===== src/rtl/debug_input_pkg.sv =====
// ============================================================================
// debug_input_pkg : shared front-panel input types and 25 MHz timing defaults
// Rev 1.0
// ============================================================================
`default_nettype none

package debug_input_pkg;

    typedef enum logic [1:0] {
        IDLE      = 2'd0,
        SHORT     = 2'd1,
        LONG_HELD = 2'd2
    } btn_state_t;

    // Debouncer settle time lives here so all front-panel timing is in one place.
    localparam int DEF_DEBOUNCE_LIMIT = 250_000;
    localparam int DEF_LONG_LIMIT     = 25_000_000;
    localparam int DEF_REPEAT_LIMIT   = 5_000_000;
    localparam int DEF_CNT_W          = 25;

endpackage

`default_nettype wire


===== src/rtl/hold_timer.sv =====
// ============================================================================
// hold_timer : hold-duration counter with terminal-count compare
// Rev 1.0
// ============================================================================
`default_nettype none

module hold_timer #(
    parameter int CNT_W = 25
) (
    input  logic             i_Clk,
    input  logic             i_Rst_n,
    input  logic             i_Clear,
    input  logic             i_Enable,
    input  logic [CNT_W-1:0] i_Limit,
    output logic             o_Terminal
);

    logic [CNT_W-1:0] r_Count;

    always_ff @(posedge i_Clk or negedge i_Rst_n) begin
        if (!i_Rst_n) begin
            r_Count <= '0;
        end else if (i_Clear) begin
            r_Count <= '0;
        end else if (i_Enable) begin
            r_Count <= r_Count + CNT_W'(1);
        end
    end

    // Terminal one count early so the event lands exactly LIMIT cycles after the clear.
    assign o_Terminal = (r_Count == (i_Limit - CNT_W'(1)));

endmodule

`default_nettype wire


===== src/rtl/debug_button_events.sv =====
// ============================================================================
// debug_button_events : debounced button level -> press/release/short/long/
//                       repeat pulses and a wrapping press counter
// Rev 1.0
// ============================================================================
`default_nettype none

module debug_button_events
    import debug_input_pkg::*;
#(
    parameter bit ACTIVE_LOW   = 1'b1,
    parameter int LONG_LIMIT   = DEF_LONG_LIMIT,
    parameter int REPEAT_LIMIT = DEF_REPEAT_LIMIT,
    parameter int CNT_W        = DEF_CNT_W
) (
    input  logic       i_Clk,
    input  logic       i_Rst_n,
    input  logic       i_Switch,
    output logic       o_Pressed,
    output logic       o_Press_Pulse,
    output logic       o_Release_Pulse,
    output logic       o_Short_Pulse,
    output logic       o_Long_Pulse,
    output logic       o_Repeat_Pulse,
    output logic [7:0] o_Press_Count
);

    btn_state_t       r_State;
    logic             r_Pressed;
    logic             r_Press;
    logic             r_Release;
    logic             r_Short;
    logic             r_Long;
    logic             r_Repeat;
    logic [7:0]       r_Press_Count;

    logic             w_P;
    logic             w_Held;
    logic             w_Term;
    logic             w_Clear;
    logic [CNT_W-1:0] w_Limit;

    assign w_P     = i_Switch ^ ACTIVE_LOW;
    assign w_Held  = (r_State == SHORT) || (r_State == LONG_HELD);
    assign w_Limit = (r_State == LONG_HELD) ? CNT_W'(REPEAT_LIMIT) : CNT_W'(LONG_LIMIT);
    // Counter restarts on entry to a hold and after every long/repeat event.
    assign w_Clear = !w_Held || (w_P && w_Term);

    hold_timer #(
        .CNT_W (CNT_W)
    ) u_hold_timer (
        .i_Clk      (i_Clk),
        .i_Rst_n    (i_Rst_n),
        .i_Clear    (w_Clear),
        .i_Enable   (w_Held),
        .i_Limit    (w_Limit),
        .o_Terminal (w_Term)
    );

    always_ff @(posedge i_Clk or negedge i_Rst_n) begin
        if (!i_Rst_n) begin
            r_State       <= IDLE;
            r_Pressed     <= 1'b0;
            r_Press       <= 1'b0;
            r_Release     <= 1'b0;
            r_Short       <= 1'b0;
            r_Long        <= 1'b0;
            r_Repeat      <= 1'b0;
            r_Press_Count <= 8'd0;
        end else begin
            r_Pressed <= w_P;
            r_Press   <= 1'b0;
            r_Release <= 1'b0;
            r_Short   <= 1'b0;
            r_Long    <= 1'b0;
            r_Repeat  <= 1'b0;
            // Release is tested before the terminal count so it wins a tie.
            case (r_State)
                IDLE: begin
                    if (w_P) begin
                        r_State       <= SHORT;
                        r_Press       <= 1'b1;
                        r_Press_Count <= r_Press_Count + 8'd1;
                    end
                end
                SHORT: begin
                    if (!w_P) begin
                        r_State   <= IDLE;
                        r_Release <= 1'b1;
                        r_Short   <= 1'b1;
                    end else if (w_Term) begin
                        r_State <= LONG_HELD;
                        r_Long  <= 1'b1;
                    end
                end
                LONG_HELD: begin
                    if (!w_P) begin
                        r_State   <= IDLE;
                        r_Release <= 1'b1;
                    end else if (w_Term) begin
                        r_Repeat <= 1'b1;
                    end
                end
                default: r_State <= IDLE;
            endcase
        end
    end

    assign o_Pressed       = r_Pressed;
    assign o_Press_Pulse   = r_Press;
    assign o_Release_Pulse = r_Release;
    assign o_Short_Pulse   = r_Short;
    assign o_Long_Pulse    = r_Long;
    assign o_Repeat_Pulse  = r_Repeat;
    assign o_Press_Count   = r_Press_Count;

endmodule

`default_nettype wire


===== config.mk =====
export PLATFORM = sky130hd
export DESIGN_NAME = debug_button_events
export DESIGN_NICKNAME = d
export VERILOG_FILES = /design/src/rtl/debug_input_pkg.sv /design/src/rtl/hold_timer.sv /design/src/rtl/debug_button_events.sv
export SDC_FILE = /design/constraint.sdc
export NUM_CORES = 1
export LEC_CHECK = 0
export ABC_AREA = 1
export BUFFER_PORTS_ARGS = -buffer_cell sky130_fd_sc_hd__buf_2
export CAP_MARGIN = 20
export CORE_MARGIN = 2
export CORE_UTILIZATION = 45
export DETAILED_ROUTE_END_ITERATION = 8
export GPL_ROUTABILITY_DRIVEN = 0
export SLEW_MARGIN = 25
export SYNTH_ARGS = -nofsm -noshare
export SYNTH_HDL_FRONTEND = slang
export SYNTH_SLANG_ARGS = --single-unit

===== constraint.sdc =====
create_clock -name i_Clk -period 4.9 [get_ports i_Clk]
set_input_delay 0.98 -clock i_Clk [delete_from_list [all_inputs] [get_ports i_Clk]]
set_output_delay 0.98 -clock i_Clk [all_outputs]
set_load 0.02 [all_outputs]

== Yosys cells after proc, flatten, opt, wreduce, memory -nomap -nowiden ==
Index checks and enable logic that the tools add are counted.

* Register bits after elaboration: 41
* Input port bits: 3
* Output and inout port bits: 14
* Logic and storage cells: 45

* Add/subtract/negate cells: 3
* Equal/unequal tests: 6
* Muxes and demuxes: 17
* Bitwise logic cells: 1
* Reductions and logical operators: 9

{| class="wikitable"
|+ Operator list
! operator !! count
|-
| $mux W25 || 3
|-
| $add A25 B1 Y25 const B || 1
|-
| $eq A25 B25 Y1 || 1
|-
| $sub A25 B1 Y25 const B || 1
|-
| $mux W1 || 9
|-
| $add A8 B1 Y8 const B || 1
|-
| $mux W2 || 4
|-
| $pmux W2 S3 || 1
|-
| $ne A2 B2 Y1 const B || 2
|-
| $ne A3 B3 Y1 const B || 1
|-
| $reduce_and A3 Y1 || 1
|-
| $eq A2 B1 Y1 const B || 1
|-
| $eq A2 B2 Y1 const B || 1
|-
| $logic_not A2 Y1 || 1
|-
| $logic_or A1 B1 Y1 || 2
|-
| $reduce_and A2 Y1 || 1
|-
| $reduce_bool A2 Y1 || 1
|-
| $reduce_or A2 Y1 || 1
|-
| $logic_and A1 B1 Y1 || 1
|-
| $logic_not A1 Y1 || 1
|-
| $not A1 Y1 || 1
|}

== Depth between registers and ports, before layout ==
* Word-level depth: 7
* Mapped depth: 12
* Gate-level depth less buffers: 11

== Cells and area by module ==
Synthesis repeated with hierarchy kept, for this count alone.

* Cell total of the unflattened synthesis: 490
* Area total of the unflattened synthesis: 3229.3 µm²

{| class="wikitable"
|+ By module, submodules not included
! module !! instances !! cells each !! area each (µm²) !! sequential area each (µm²)
|-
| hold_timer || 1 || 399 || 2436.1 || 625.6
|-
| debug_button_events || 1 || 91 || 793.3 || 400.4
|}

== Worst setup path before layout ==
Ideal clock, no wire load.

* Path type: input to register
* Start point: input i_Switch
* End point: register r_Press_Count[6], in the netlist o_Press_Count[6]
* Library setup time: 0.123 ns
* Arrival time: 1.752 ns
* Required time: 4.777 ns
* Setup slack: 3.024 ns
* Stages: 7
* Path buffers: 0
* Path through: inv_2 nand2_1 inv_2 nand2_1 nor3b_2 nand3_1 xor2_1

* Word-level cells in the longest chain between the ends: 2

{| class="wikitable"
|+ Ends and longest elaborated chain
! element !! line !! text
|-
| from (decl) || debug_button_events.sv:18 || <nowiki>input logic i_Switch,</nowiki>
|-
| $not A1 Y1 (no line) || n/a ||
|-
| $reduce_and A2 Y1 (no line) || n/a ||
|-
| to (signal assigned) || debug_button_events.sv:83 || <nowiki>r_Press_Count <= r_Press_Count + 8'd1;</nowiki>
|-
| to (decl) || debug_button_events.sv:35 || <nowiki>logic [7:0] r_Press_Count;</nowiki>
|}

No other way between the ends.
A chain may end at the register's enable or synchronous reset.

== Worst setup path in the final report ==
* Start point: register r_Press_Count[4], in the netlist o_Press_Count[4]
* End point: output o_Press_Count[4]

{| class="wikitable"
|+ RTL lines
! element !! line !! text
|-
| to (decl) || debug_button_events.sv:25 || <nowiki>output logic [7:0] o_Press_Count</nowiki>
|}

No word-level cell between the ends.

==> results by group <==
CTS
  • Total CTS buffers: 5
  • # Post-CTS Setup Buffers: 0
  • H-tree depth: 2
  • Clk_lat worst skew: 0.30 ns
  • CTS max path bufs: 2
  • Post-CTS resize count: 0
  • CTS root buf: clkbuf_8
  • Clock Sink Count: 41
  • Worst-path clk slew: 0.09 ns
  • Cts hold-fix bufs: 0
  • CTS tree: done

Timing
  • Fmax: 528 MHz
  • Hold Vio Cnt, Final: 0
  • Finish-stage setup viols: 0
  • Skew final: 0.00649 ns
  • Final Cycle Share: 38.6%
  • Setup_tns: 0 ns
  • Worst-margin pin slew: 0.504 ns
  • RSZ-0062 raised after global routing: no
  • Pins over their slew limit: 0
  • Slew HR: 66.4%
  • Final min period: 1.89 ns

Floorplan
  • Initial core utilization: 46.8%
  • Core area: 0.00475 sq mm
  • Chip height: 74.4 um
  • Die ar.: 0.00553 sq mm
  • # IOs: 17
  • FP Rows: 25
  • Die width: 74.4 um

Setup path
  • Crit start category: flop
  • Required time of the critical path: 3.92 ns
  • Largest stage delay on the critical path: 0.42 ns
  • CP cell instances: buf_2
  • CP endpoint kind: output port
  • Critical path origin: o_Press_Count[4]
  • Buf/Inv on CP: 1
  • Critical path's top delay family: flip-flops
  • Reg2reg start: r_State[0]
  • CP Max Fanout: 4
  • Worst path slowest cell: dfrtp_1
  • Crit path kind: reg -> out
  • Critical Path AT: 0.91 ns

Detailed routing
  • Final WL: 4180 um
  • DRC: 0
  • Via-to-Cell Ratio: 4.71
  • First DRT Iteration DRCs: 184
  • First drt pass iteration count: 4
  • Antenna-violating nets left: 0
  • DR WL/cell: 11.4 um
  • Routed vias: 1,727

Finish
  • Layout cells sized above 1: 13.3%
  • Area delta synth->final: 10.1%
  • Fin nets: 307
  • Ant diodes: 0

Pwr
  • Net switching power: 340 uW
  • Gate power share: 27.3%
  • Seq pwr share: 47.0%
  • Pint: 572 uW
  • Peak supply drop: 0.244 mV
  • Clock share of power: 25.7%
  • P_leak: 0.00109 uW
  • Tot Pwr: 913 uW
  • Power per standard cell area: 372 mW/mm^2
  • Switching share of power: 37.3%

Place
  • Post-DP HPWL: 3050 um
  • IO Port Bufs: 16

Logic synthesis
  • Number of distinct library cells after synthesis: 25
  • Post-synthesis sequential area ratio: 46.1%
  • Post-synth design cell area: 0.00223 sq mm
  • Dominant cell type by area after synthesis: dfrtp_1
  • Number of synthesized flops with an enable pin: 0
  • Count leader, synth: nand2_1
  • Yosys reg bits: 41
  • Most frequent cells after synthesis: nand2_1, nor2_1, dfrtp_1
  • Post-Syn Instances: 280
  • Top FF cell, synth: dfrtp_1
  • Synth async-reset ratio: 100%
  • Syn nets: 288
  • Syn avg cell area: 7.95 sq um
  • Synth warnings: 0
  • Share of the synthesized area in the top cell type: 46.1%
  • Synth area leaders: dfrtp_1, nand2_1, nor2_1

Outcome
  • Status: finished, final reports clean

Global route
  • Largest net degree at the start of global routing: 42
  • Vias in the first global route: 1,667
  • Overflow after GRT: 0
  • First-pass GRT wire length: 7350 um
  • Antenna violations before repair: 0
  • All-layer global routing usage: 17.6%

Hold path
  • Min-delay src: u_hold_timer.r_Count[0]
  • Worst hold path type: reg -> reg

Flow run
  • Max cap viols: 0
[cells in the final DEF, fill, tap and decap left out, types with 3 or more instances in the layout]
cell	n
nand4_1	5
buf_2	15
nand3_1	22
ha_1	5
nand2_1	67
nor2_1	60
o21ai_0	4
inv_2	4
dfrtp_1	41
xor2_1	20
inv_1	25
nor2_2	4
clkbuf_8	5
xnor2_1	5
nor3_2	3
[stage by stage]
| stage | instance area (sq um) | worst slack, ns | hold WS (ns) | utilization, % | cells |
|---|---|---|---|---|---|
| finish | 2450 | 3.01 | 0.464 | 51.6 | 367 |
| global route | 2450 | 2.80 | 0.483 | 51.6 | 367 |
| CTS | 2450 | 2.99 | 0.470 | 51.5 | 367 |
| detailed placement | 2360 | 2.76 | 0.453 | 49.6 | 359 |
| global placement | 2360 | 2.81 | 0.455 | 49.6 | 359 |
| floorplan | 2230 | 3.02 | 0.429 | - | 280 |
[final cells by class]
| class | count | area (sq um) |
|---|---|---|
| Fill cell | 473 | 2300 |
| Multi-Input combinational cell | 206 | 1060 |
| Sequential cell | 41 | 1030 |
| Inverter | 29 | 109 |
| Tap cell | 67 | 83.8 |
| Timing Repair Buffer | 16 | 82.6 |
| Clock buffer | 5 | 68.8 |
| Clock inverter | 3 | 25.0 |
[state kept, by name, summed over array words and instances, names as in the netlist]
signal	flops
r_State	2
o_Press_Count	8
o_Repeat_Pulse	1
o_Pressed	1
o_Long_Pulse	1
o_Release_Pulse	1
u_hold_timer.r_Count	25
o_Press_Pulse	1
o_Short_Pulse	1
[power by group through the flow]
stage / logic [uW] / registers, uW / clock network (uW)
after detailed placement: 254 / 436 / 0
after global routing: 282 / 436 / 256
after global placement: 252 / 435 / 0
after floorplan: 144 / 479 / 0
after CTS: 255 / 430 / 243
final: 249 / 429 / 235
[logic make-up (layout without fill, tap and decap cells)]
kind of cell             count (synthesis)  after routing  share of synthesized area (%)
AO/OA/AOI/OAI                            7              7                           1.69
XOR/XNOR                                25             25                           9.83
AND/OR/NAND/NOR                        169            169                           33.1
adder cells (fa/ha/maj)                  5              5                           2.81
buffers and inverters                   33             53                           6.46
flip-flops                              41             41                           46.1
[final timing paths]
path / to / slack (ns) / depth (start not counted)
max: o_Press_Count[4] / 3.01 / 1
min: u_hold_timer.r_Count[0] / 0.46 / 1
max reg2reg: u_hold_timer.r_Count[22] / 3.02 / 10
min reg2reg: u_hold_timer.r_Count[0] / 0.46 / 1
max in group asynchronous: u_hold_timer.r_Count[6] / 3.91 / 1
min in group asynchronous: u_hold_timer.r_Count[18] / 0.64 / 1
[metal layers]
layer | global-route usage, % | vias up | wire, um
met3 | 4.07 | 9 | 206
met5 | 0 | - | 0
met1 | 23.3 | 775 | 2040
li1 | - | 900 | -
met2 | 27.3 | 43 | 1850
met4 | 8.33 | 0 | 78
Power figures use the tool's default switching activity.
